===== src/rtl/control.sv =====
// Instruction decoder: turns a 32-bit instruction word into a registered 32-bit control word.
// Decode is purely combinational from the instruction and is registered once (one cycle of latency).
module control (
  input  logic        clk,
  input  logic        rst_n,
  input  logic [31:0] instruction,
  output logic [31:0] output_control
);

  localparam logic [5:0] OP_RTYPE = 6'b000001;
  localparam logic [5:0] OP_LOAD  = 6'b000010;
  localparam logic [5:0] OP_STORE = 6'b000011;

  localparam logic [5:0] FN_ADD = 6'b100000;
  localparam logic [5:0] FN_SUB = 6'b100010;
  localparam logic [5:0] FN_AND = 6'b100100;
  localparam logic [5:0] FN_OR  = 6'b100101;
  localparam logic [5:0] FN_MUL = 6'b110010;

  localparam logic [2:0] ALU_ADD  = 3'b000;
  localparam logic [2:0] ALU_SUB  = 3'b001;
  localparam logic [2:0] ALU_AND  = 3'b010;
  localparam logic [2:0] ALU_OR   = 3'b011;
  localparam logic [2:0] ALU_MUL  = 3'b100;
  localparam logic [2:0] ALU_NONE = 3'b111;

  localparam logic [31:0] NOP_WORD = 32'h0000_01C0;

  logic [5:0] opcode;
  logic [4:0] rs;
  logic [4:0] rt;
  logic [4:0] rd;
  logic [5:0] funct;

  logic       reg_write;
  logic       mem_read;
  logic       mem_write;
  logic       mem_to_reg;
  logic       alu_src;
  logic       reg_dst;
  logic [2:0] alu_op;
  logic       valid;
  logic       illegal;
  logic [4:0] write_addr;
  logic [4:0] read_a;
  logic [4:0] read_b;
  logic [31:0] decoded;

  assign opcode = instruction[31:26];
  assign rs     = instruction[25:21];
  assign rt     = instruction[20:16];
  assign rd     = instruction[15:11];
  assign funct  = instruction[5:0];

  // Default is the illegal encoding; each recognised form overrides it completely.
  always_comb begin
    reg_write  = 1'b0;
    mem_read   = 1'b0;
    mem_write  = 1'b0;
    mem_to_reg = 1'b0;
    alu_src    = 1'b0;
    reg_dst    = 1'b0;
    alu_op     = ALU_NONE;
    valid      = 1'b0;
    illegal    = 1'b1;
    write_addr = 5'd0;
    read_a     = 5'd0;
    read_b     = 5'd0;

    if (instruction == 32'd0) begin
      illegal = 1'b0;
    end else begin
      unique case (opcode)
        OP_RTYPE: begin
          illegal = 1'b0;
          case (funct)
            FN_ADD:  alu_op = ALU_ADD;
            FN_SUB:  alu_op = ALU_SUB;
            FN_AND:  alu_op = ALU_AND;
            FN_OR:   alu_op = ALU_OR;
            FN_MUL:  alu_op = ALU_MUL;
            default: illegal = 1'b1;
          endcase
          if (!illegal) begin
            reg_write  = 1'b1;
            reg_dst    = 1'b1;
            valid      = 1'b1;
            write_addr = rd;
            read_a     = rs;
            read_b     = rt;
          end
        end
        OP_LOAD: begin
          illegal    = 1'b0;
          reg_write  = 1'b1;
          mem_read   = 1'b1;
          mem_to_reg = 1'b1;
          alu_src    = 1'b1;
          alu_op     = ALU_ADD;
          valid      = 1'b1;
          write_addr = rt;
          read_a     = rs;
          read_b     = rt;
        end
        OP_STORE: begin
          illegal   = 1'b0;
          mem_write = 1'b1;
          alu_src   = 1'b1;
          alu_op    = ALU_ADD;
          valid     = 1'b1;
          read_a    = rs;
          read_b    = rt;
        end
        default: ;
      endcase
    end
  end

  assign decoded = {6'd0, read_b, read_a, write_addr, illegal, valid, alu_op,
                    reg_dst, alu_src, mem_to_reg, mem_write, mem_read, reg_write};

  always_ff @(posedge clk or negedge rst_n) begin
    if (!rst_n) output_control <= NOP_WORD;
    else        output_control <= decoded;
  end

endmodule


===== config.mk =====
export PLATFORM = sky130hd
export DESIGN_NAME = control
export DESIGN_NICKNAME = d
export VERILOG_FILES = /design/src/rtl/control.sv
export SDC_FILE = /design/constraint.sdc
export NUM_CORES = 1
export LEC_CHECK = 0
export ABC_AREA = 1
export CAP_MARGIN = 5
export CORE_ASPECT_RATIO = 1.75
export CORE_MARGIN = 10
export CORE_UTILIZATION = 25
export CTS_CLUSTER_SIZE = 25
export DETAILED_ROUTE_END_ITERATION = 6
export SYNTH_ARGS = -nofsm -noshare
export SYNTH_HDL_FRONTEND = slang
export SYNTH_SLANG_ARGS = --single-unit

===== constraint.sdc =====
create_clock -name clk -period 0.8 [get_ports clk]
set_input_delay 0.16 -clock clk [delete_from_list [all_inputs] [get_ports clk]]
set_output_delay 0.16 -clock clk [all_outputs]
set_load 0.005 [all_outputs]

## Yosys cells after proc, flatten, opt, wreduce, memory -nomap -nowiden

Cells that the tools add are included.
Widths: inputs -> output; s select.

| storage, ports and cells | value |
|---|---|
| register bits after elaboration | 26 |
| bits of input ports | 34 |
| output and inout port bits | 32 |
| logic and storage cells | 42 |

| cells by class | value |
|---|---|
| equality and inequality tests | 8 |
| muxes and demuxes | 30 |
| reductions and logical operators | 3 |

Operators by type and width:

| cell | count |
|---|---|
| $logic_not 32->1 | 1 |
| $eq 6x6->1 const B | 5 |
| $mux 5 | 6 |
| $pmux 5 s2 | 3 |
| $mux 1 | 15 |
| $pmux 3 s5 | 1 |
| $eq 6x2->1 const B | 2 |
| $eq 6x1->1 const B | 1 |
| $pmux 1 s2 | 3 |
| $pmux 3 s2 | 1 |
| $reduce_or 5->1 | 1 |
| $mux 3 | 1 |
| $reduce_or 2->1 | 1 |

## Depth between registers and ports, before layout

| logic depth | value |
|---|---|
| word-level depth | 8 |
| gate-level depth with buffers | 8 |
| mapped depth without buffers | 7 |

## Least setup slack after synthesis

No wires, ideal clock.

| path | value |
|---|---|
| path kind | input to register |
| start point | in instruction[31] |
| end point | reg output_control[16] |
| setup time | 0.113 ns |
| arrival time | 0.855 ns |
| required time | 0.687 ns |
| setup slack | -0.168 ns |
| cell stages on the path | 7 |
| buffers on the path | 1 |
| cells stage by stage | nor2_2 -> nand3_2 -> clkinv_4 -> nand3_4 -> nand2_4 -> buf_12 -> nor2_2 |

| on the way | value |
|---|---|
| word-level cells in the longest chain between the ends | 4 |
| elaborated cells between the ends (all ways) | 7 |
| classes of those cells | 3 x eq/ne; 2 x mux; 2 x reduce/logical |

RTL lines:

| element | RTL line | text |
|---|---|---|
| from (decl) | 6 | `input logic [31:0] instruction,` |
| $eq 6x2->1 | 73 | `unique case (opcode)` |
| $reduce_or 2->1 (no source line) | -- |  |
| $pmux 5 s2 | 73 |  |
| $mux 5 * | 70 | `if (instruction == 32'd0) begin` |
| net read_a[0] | 45 | `logic [4:0] read_a;` |
| to (signal assigned) | 124 | `else output_control <= decoded;` |
| to (decl) | 7 | `output logic [31:0] output_control` |

The timed path passes the listed nets; every way through them passes the cells marked *.

## Worst setup path after layout

| path | value |
|---|---|
| start point | reg output_control[8] |
| end point | out output_control[8] |

No word-level cell between the ends.

==> run summary <==
Die ar. - 8130 µm²
Post-synthesis sequential area ratio - 0.521
Placer Congestion - 0.727
Initial DRC Count - 43
Num rows - 33
Post-DP Area - 2010 µm²
Slowest cell on the critical path - dfstp_2
Most frequent cells in the layout - 32 x buf_2, 31 x nand2_1, 22 x dfrtp_1
Via density - 4.03
Crit path capture type - output pin
Design area - 2000 µm²
First-pass detailed-route iteration total - 4
Post-Syn Area - 1210 µm²
RSZ-0062 raised after global routing - yes
Initial antenna violation count - 0
Crit-path max FO - 1
Worst min path class - input port to flop
Clock slew at reported path FFs - 0.08 ns
Commonest non-fill, non-tap cell in the layout - buf_2
Failing checks - setup timing
Share of layout cells above drive strength 1 - 0.462
Final setup viols - 26
Starting density of the core - 0.257
CTS Hold Bufs - 0
Peak supply drop - 0.914 mV
Die Span Y - 112 µm
Min cycle time layout - 1.05 ns
Routed len/inst - 12.6 µm
Largest net degree at the start of global routing - 26
Synth Warn # - 0
Number of distinct library cells after synthesis - 20
Register with the most flip-flops - output_control
Post-layout nets - 256
Die width - 72.6 µm
Root buf cell - clkbuf_8
Post-synthesis cell count - 138
First-pass GRT wire length - 5840 µm
GRT Total Usage - 0.0885
Antenna viol nets, final - 0
Power Dens Cells - 1220 nW/µm²
Layout Area Growth over Synthesis - 65.7%
Final period utilization - 1.31
Post-Layout Cell Count - 273
Deepest clock path buffer count - 2
Drt drc - 0
CTS tree - done
Flop and latch count out of synthesis - 25
CP Launch Type - flop
Via count - 1101
PortBufs - 59
Pleak - 1.07 nW
Worst Setup EP - output_control[8]
Vias in the first global route - 1260
Setup WS post-layout - -0.247 ns
Avg Inst Size Synth - 8.76 µm²
Inst Count DP - 268
Post-Route WL - 3440 µm
Max-Cap Viols - 0
Levels on crit path - 1
CP Class - flop to output pin
Largest registers - output_control (25)
CP cell instances - buf_6
Largest stage delay on the critical path - 0.54 ns
I/O Pins - 66
Worst EP required - 0.64 ns
CTS buffer count - 3
CP Data Arrival Time - 0.89 ns
Core Box Area - 4710 µm²
Overflow after GRT - 0
CTS Sinks - 25
Worst Path Buf+Inv - 1
Endpoints failing hold - 0
Outcome - finished with violations
Setup crit start - output_control[8]
F_max - 0.955 GHz
Final HPWL DP - 2810 µm
Final Max Slew Viols - 0
H-tree Lvls - 1
Max reg flops - 25
Crit-path leading delay family - flip-flops
N_diodes - 0
## where the power goes
part | leakage [nW] | switching, W | internal, W
clock network | 0.0255 | 0.000371 | 0.000347
registers | 0.333 | 0.00000495 | 0.00128
logic | 0.711 | 0.000219 | 0.000226
## layer usage
layer | GRT usage | part of all wire | vias up
li1 | - | - | 568
met1 | 0.0927 | 0.38 | 479
met2 | 0.150 | 0.51 | 50
met3 | 0.0311 | 0.089 | 4
met4 | 0.0420 | 0.020 | 0
met5 | 0 | 0 | -
## Yosys cell counts
library cell,instances,area [µm²]
o211ai_2,1,12.5
dfstp_2,3,78.8
nand2_2,2,12.5
o21ai_1,1,5.00
nor2_1,21,78.8
conb_1,1,3.75
nand4_2,1,12.5
nand3_1,9,45.0
buf_12,1,20.0
nand3_2,2,20.0
nand3_4,1,17.5
nand2_4,1,11.3
inv_1,14,52.6
a21oi_1,1,5.00
nand2_1,31,116
dfrtp_1,22,551
buf_4,7,52.6
nor2_2,15,93.8
clkinv_4,1,8.76
inv_2,3,11.3
## repair_timing
item	4_1_cts	5_1_grt
resized for setup	186	21
pin swaps	32	20
gates cloned	1	0
endpoints found under the hold margin	0	0
buffers inserted	0	0
setup endpoints to repair	51	42
## worst min-delay path, cell delays in order
cell             delay [ns]
clkdlybuf4s15_1        0.18
inv_1                  0.07
nor2_2                 0.03
## logic make-up (layout without fill, tap and decap cells)
family / count (synthesis) / in the layout / share of synthesized area
flip-flops: 25 / 25 / 0.521
other: 1 / 6 / 0.00310
buffers and inverters: 26 / 103 / 0.120
AND/OR/NAND/NOR: 83 / 84 / 0.337
AO/OA/AOI/OAI: 3 / 3 / 0.0186
## worst min-delay path by stage
stage | startpoint | slack [ns] | cells past startpoint | to
detailed placement | rst_n | 0.53 | 2 | output_control[3]
CTS | rst_n | 0.23 | 2 | output_control[15]
global placement | rst_n | 0.53 | 2 | output_control[13]
floorplan | rst_n | -0.14 | 0 | output_control[0]
global route | instruction[25] | 0.21 | 3 | output_control[20]
finish | instruction[22] | 0.20 | 3 | output_control[17]
## stage by stage
stage	setup TNS, ns	setup WS [ns]	total power, W	hold WS (ns)	util
2_1_floorplan	-1.23	-0.123	0.00145	-0.136	-
3_3_place_gp	-19.32	-0.639	0.00177	0.527	0.427
3_5_place_dp	-19.91	-0.658	0.00178	0.527	0.427
4_1_cts	-3.62	-0.265	0.00247	0.231	0.416
5_1_grt	-4.41	-0.285	0.00261	0.211	0.426
6_report	-3.26	-0.247	0.00245	0.205	0.426
## area by class of cell
cell class / instances / area, µm²
Clock buffer: 3 / 41.3
Clock inverter: 1 / 5.00
Fill cell: 494 / 2700
Inverter: 18 / 75.1
Multi-Input combinational cell: 93 / 573
Sequential cell: 25 / 629
Tap cell: 52 / 65.1
Timing Repair Buffer: 81 / 614
(Power assumes the default switching activity.)
